### src/rtl/mix_col_seq_if.sv
// mix_col_seq_if: input/output handshakes for the column-serial MixColumns controller.
// LastRound exists only when MIXCOL_BYPASS_EN is defined.
`default_nettype none

interface mix_col_seq_if;
    logic         InValid;
    logic         InReady;
    logic [127:0] DataIn;
    logic         OutValid;
    logic         OutReady;
    logic [127:0] DataOut;
    logic         Busy;
`ifdef MIXCOL_BYPASS_EN
    logic         LastRound;

    modport slave  (input  InValid, DataIn, OutReady, LastRound,
                    output InReady, OutValid, DataOut, Busy);
    modport master (output InValid, DataIn, OutReady, LastRound,
                    input  InReady, OutValid, DataOut, Busy);
`else
    modport slave  (input  InValid, DataIn, OutReady,
                    output InReady, OutValid, DataOut, Busy);
    modport master (output InValid, DataIn, OutReady,
                    input  InReady, OutValid, DataOut, Busy);
`endif
endinterface

`default_nettype wire

### src/rtl/mix_col_seq.sv
// mix_col_seq: AES MixColumns over one shared column unit, one column per cycle.
// Optional MIXCOL_BYPASS_EN adds LastRound, which passes the state through unmixed.
`default_nettype none

module mix_col_seq #(
  parameter int ZERO_IDLE_OUT = 1
) (
  input  logic          Clk,
  input  logic          Rst_n,
  mix_col_seq_if.slave  bus
);

  localparam logic [1:0] IDLE = 2'd0;
  localparam logic [1:0] BUSY = 2'd1;
  localparam logic [1:0] DONE = 2'd2;

  logic [1:0]   r_state;
  logic [1:0]   r_cnt;
  logic [127:0] r_din;
  logic [127:0] r_res;

  logic         w_in_ready;
  logic         w_out_valid;
  logic         w_accept;
  logic         w_xfer;
  logic         w_bypass;
  logic [31:0]  w_col;
  logic [31:0]  w_mix;

  function automatic logic [7:0] f_xt(input logic [7:0] b);
    return {b[6:0], 1'b0} ^ (b[7] ? 8'h1b : 8'h00);
  endfunction

  function automatic logic [31:0] f_mix(input logic [31:0] c);
    logic [7:0] s0, s1, s2, s3;
    logic [7:0] t0, t1, t2, t3;
    s0 = c[31:24]; s1 = c[23:16]; s2 = c[15:8]; s3 = c[7:0];
    t0 = f_xt(s0); t1 = f_xt(s1); t2 = f_xt(s2); t3 = f_xt(s3);
    // 3x = 2x ^ x
    return {t0 ^ t1 ^ s1 ^ s2 ^ s3,
            s0 ^ t1 ^ t2 ^ s2 ^ s3,
            s0 ^ s1 ^ t2 ^ t3 ^ s3,
            t0 ^ s0 ^ s1 ^ s2 ^ t3};
  endfunction

  assign w_out_valid = (r_state == DONE);
  assign w_in_ready  = (r_state == IDLE) || ((r_state == DONE) && bus.OutReady);
  assign w_accept    = bus.InValid && w_in_ready;
  assign w_xfer      = w_out_valid && bus.OutReady;

`ifdef MIXCOL_BYPASS_EN
  assign w_bypass = bus.LastRound;
`else
  assign w_bypass = 1'b0;
`endif

  always_comb begin
    w_col = r_din[127:96];
    case (r_cnt)
      2'd0:    w_col = r_din[127:96];
      2'd1:    w_col = r_din[95:64];
      2'd2:    w_col = r_din[63:32];
      default: w_col = r_din[31:0];
    endcase
  end

  assign w_mix = f_mix(w_col);

  always_ff @(posedge Clk or negedge Rst_n) begin
    if (!Rst_n) begin
      r_state <= IDLE;
      r_cnt   <= 2'd0;
      r_din   <= '0;
      r_res   <= '0;
    end else begin
      case (r_state)
        IDLE, DONE: begin
          if (w_accept) begin
            r_din <= bus.DataIn;
            r_cnt <= 2'd0;
            if (w_bypass) begin
              r_res   <= bus.DataIn;
              r_state <= DONE;
            end else begin
              r_state <= BUSY;
            end
          end else if (w_xfer) begin
            r_state <= IDLE;
          end
        end
        BUSY: begin
          case (r_cnt)
            2'd0:    r_res[127:96] <= w_mix;
            2'd1:    r_res[95:64]  <= w_mix;
            2'd2:    r_res[63:32]  <= w_mix;
            default: r_res[31:0]   <= w_mix;
          endcase
          r_cnt <= r_cnt + 2'd1;
          if (r_cnt == 2'd3) begin
            r_state <= DONE;
          end
        end
        default: r_state <= IDLE;
      endcase
    end
  end

  assign bus.InReady  = w_in_ready;
  assign bus.OutValid = w_out_valid;
  assign bus.Busy     = (r_state == BUSY);
  assign bus.DataOut  = ((ZERO_IDLE_OUT != 0) && !w_out_valid) ? 128'h0 : r_res;

endmodule

`default_nettype wire

### src/flat_wrapper.sv
// flat-port wrapper written by rule: the top's interface ports become plain ports
module mix_col_seq_flat 
#(
  parameter int ZERO_IDLE_OUT = 1
)
  (Clk, Rst_n, bus_InValid, bus_DataIn, bus_OutReady, bus_InReady, bus_OutValid, bus_DataOut, bus_Busy);
  mix_col_seq_if bus_i ();
  input  logic Clk;
  input  logic Rst_n;
  input wire logic [$bits(bus_i.InValid)-1:0] bus_InValid;
  input wire logic [$bits(bus_i.DataIn)-1:0] bus_DataIn;
  input wire logic [$bits(bus_i.OutReady)-1:0] bus_OutReady;
  output wire logic [$bits(bus_i.InReady)-1:0] bus_InReady;
  output wire logic [$bits(bus_i.OutValid)-1:0] bus_OutValid;
  output wire logic [$bits(bus_i.DataOut)-1:0] bus_DataOut;
  output wire logic [$bits(bus_i.Busy)-1:0] bus_Busy;
  assign bus_i.InValid = bus_InValid;
  assign bus_i.DataIn = bus_DataIn;
  assign bus_i.OutReady = bus_OutReady;
  assign bus_InReady = bus_i.InReady;
  assign bus_OutValid = bus_i.OutValid;
  assign bus_DataOut = bus_i.DataOut;
  assign bus_Busy = bus_i.Busy;
  mix_col_seq #(.ZERO_IDLE_OUT(ZERO_IDLE_OUT)) u_core (.Clk(Clk), .Rst_n(Rst_n), .bus(bus_i));
endmodule
### config.mk
export PLATFORM = sky130hd
export DESIGN_NAME = mix_col_seq_flat
export DESIGN_NICKNAME = d
export VERILOG_FILES = /design/src/rtl/mix_col_seq_if.sv /design/src/rtl/mix_col_seq.sv /design/src/flat_wrapper.sv
export SDC_FILE = /design/constraint.sdc
export NUM_CORES = 1
export LEC_CHECK = 0
export ABC_AREA = 1
export ABC_CLOCK_PERIOD_IN_PS = 2600
export CAP_MARGIN = 20
export CELL_PAD_IN_SITES_DETAIL_PLACEMENT = 0
export CELL_PAD_IN_SITES_GLOBAL_PLACEMENT = 1
export CORE_MARGIN = 4
export CORE_UTILIZATION = 38
export DETAILED_ROUTE_END_ITERATION = 6
export PLACE_DENSITY_LB_ADDON = 0.1
export SLEW_MARGIN = 20
export SYNTH_ARGS = -nofsm -noshare
export SYNTH_HDL_FRONTEND = slang
export SYNTH_SLANG_ARGS = --single-unit
### constraint.sdc
create_clock -name Clk -period 2.6 [get_ports Clk]
set_clock_uncertainty 0.15 [all_clocks]
set_input_delay 0.39 -clock Clk [delete_from_list [all_inputs] [get_ports Clk]]
set_output_delay 0.39 -clock Clk [all_outputs]
set_load 0.01 [all_outputs]
==> results.yml <==
cts:
  insertion_delay_ps: 550
  clk_pin_slew_ps: 60
  root_buffer: "clkbuf_16"
  cts_tree: "done"
  cts-buffers-inserted: 28
  clk_path_buf_depth: 3
  numClockSinks: 260
  htree_levels: 1
logic_synthesis:
  netlist_instances: 1876
  synth_fp_nets: 2013
  synth-seq-cells: 260
  yosys.area_share.simple: 0.330
  post_synth.cell_area_avg_sq_um: 7.44
  async_reset_ff_frac: 1.00
  synth_fa_ha_area_frac: 0.00448
  yosys_warnings: 0
  synth.cell_area_sq_um: 14000
  synth_compound_area_frac: 0.0334
  synth_largest_area_cell: "dfrtp_1"
  synth_top_family_by_area: "simple AND/OR/NAND/NOR gates"
  synth_edf_count: 0
  ys.flop_type: "dfrtp_1"
  ys_seq_area_frac: 0.466
  synthMuxAreaShare: 0.0888
  yosysMostFrequentCell: "nand2_1"
  synth_cell_types: 27
  synth.top_cells.by_count: "786 x nand2_1, 260 x dfrtp_1, 206 x nor2_1"
  synthXorXnorAreaFrac: 0.00126
  synth_top_area_frac: 0.466
  yosys-top-cells-area: "dfrtp_1 47%, nand2_1 21%, mux2_2 8.9%, nand3_1 5.6%, nor2_1 5.5%"
detailed_routing:
  routed_wl_um: 47100
  vias_per_cell: 4.87
  dr.pass1.iters: 5
  drc: 0
  wl_per_cell_um: 17.5
  routed-via-count: 13100
  drtAntennaViolNets: 0
  drt_iter0_drc: 696
worst_setup_path:
  end_kind: "primary output"
  cp_max_fo: 7
  start_kind: "flop"
  arrival_ps: 2070
  ff2ff_path_depth: 14
  crit_type: "reg2out"
  crit_required_ps: 2060
place:
  dp_slack_ps: -81.8
  portBuffers: 262
  gp_congestion: 0.901
  place_hpwl_um: 34800
floorplanning:
  die_h_um: 200
  io_pins: 263
  rows: 69
  die_x_um: 200
  design.core.area_sq_um: 35900
  die-area_sq_um: 39900
  start_util: 0.389
global_route:
  grt_pass1_vias: 12700
  use_met3: 0.0260
  gr-usage-met2: 0.373
  grt.busiest_layer: "met2"
  grt_pass1_wl_um: 72000
  grt_max_degree: 73
  grt_util_met1: 0.337
  grt-ovfl-total: 0
  grt_antenna_before_repair: 0
  grt_usage: 0.229
finish:
  fillCellCount: 3520
  drive_above_1_share: 0.179
  utilization: 0.522
  finalNetCount: 2337
  syn_to_final_growth_pct: 34.3
  num_antenna_cells: 0
status:
  violations: "setup timing"
  status: "finished, violations left"
sta:
  final_max_slew_viol_count: 0
  tns_ps: -9.51
  worst_slew_pin_slew_ps: 523
  finalHoldViolCount: 0
  post-route-period-util: 1.00
  relSlewSlack: 0.651
  rsz0062_at_grt: "yes"
  min_period_ps: 2610
  setup_viol: 1
  setup_slack_ps: -9.51
  clock.fmax_ghz: 0.383
run:
  maxCapViolations: 0
min_path:
  hold_class: "in2async"
## kinds of logic (layout without fill, tap and decap cells)
logic type,Yosys count,count (layout)
buffers and inverters,260,605
AOI/OAI and AO/OA,77,77
muxes,110,110
and+or+nand+nor,1162,1162
DFF,260,260
xor gates and xnor gates,2,2
adders and majority gates,5,5
## path summary, 6_finish.rpt
kind                                                end  slack, ps                           from
max                                            bus_Busy        -10  u_core.r_state[0]$_DFFE_PN0P_
min                        u_core.r_res[33]$_DFFE_PN0P_        210                          Rst_n
max reg2reg                u_core.r_res[98]$_DFFE_PN0P_        140    u_core.r_cnt[0]$_DFFE_PN0P_
min reg2reg                u_core.r_res[22]$_DFFE_PN0P_        330   u_core.r_res[22]$_DFFE_PN0P_
max in group asynchronous   u_core.r_cnt[1]$_DFFE_PN0P_       1320                          Rst_n
min in group Clk           u_core.r_din[24]$_DFFE_PN0N_        270                 bus_DataIn[24]
## final cells by class
class / instances / area, sq um / share of cell area
multi-input cells: 1356 / 6650 / 0.355
well taps: 461 / 577 / 0.0308
clock inverters: 12 / 138 / 0.00734
inverters: 188 / 711 / 0.0379
flip-flops and latches: 260 / 6510 / 0.347
repair inverters: 2 / 15.0 / 0.000801
repair buffers: 364 / 3370 / 0.180
clock buffers: 39 / 773 / 0.0413
## worst max-delay path, cell delays in order, from the launching register on
cell and delay (ps):
dfrtp_1 420, inv_1 80, nor2_2 380, clkdlybuf4s50_1 630
## cell usage in the layout (no fill, tap or decap), drive strengths merged
master,instances
nand2,786
dfrtp,260
nor2,215
inv,185
nand3,157
clkdlybuf4s50,133
mux2,110
buf,100
clkbuf,97
dlygate4sd2,36
a21oi,34
o21ai,22
dlymetal6s2s,19
clkdlybuf4s15,17
o21bai,14
clkinv,13
o22ai,7
ha,5
nand3b,4
bufinv,3
xnor2,2
clkinvlp,1
dlygate4sd3,1
## flip-flops by register name (all words and copies together) (netlist names)
name and flops:
u_core.r_state 2, u_core.r_res 128, u_core.r_din 128, u_core.r_cnt 2
## metal layers
layer / vias up / part of all wire
met2: 341 / 0.46
li1: 6445 / -
met5: - / 0
met3: 41 / 0.054
met4: 0 / 0.015
met1: 6236 / 0.47
## what timing repair did
item / 4_1_cts / 5_1_grt
pin swaps: 1 / 7
buffers inserted: 2 / 6
hold endpoints to repair: 48 / 0
endpoints found under the setup margin: 176 / 209
gates cloned: 1 / 3
hold buffers: 1 / 0
gates resized for setup: 106 / 206
## per-stage QoR
step                std cells  hold WS [ps]  area [sq um]
detailed placement       2618           187         17700
CTS                      2673           214         18600
finish                   2682           215         18700
floorplan                1876         -55.6         14000
global route             2682           234         18700
global placement         2618           184         17700
Power is not shown: default switching activity piles up to over one toggle a cycle in this logic, so the estimate is an artifact.
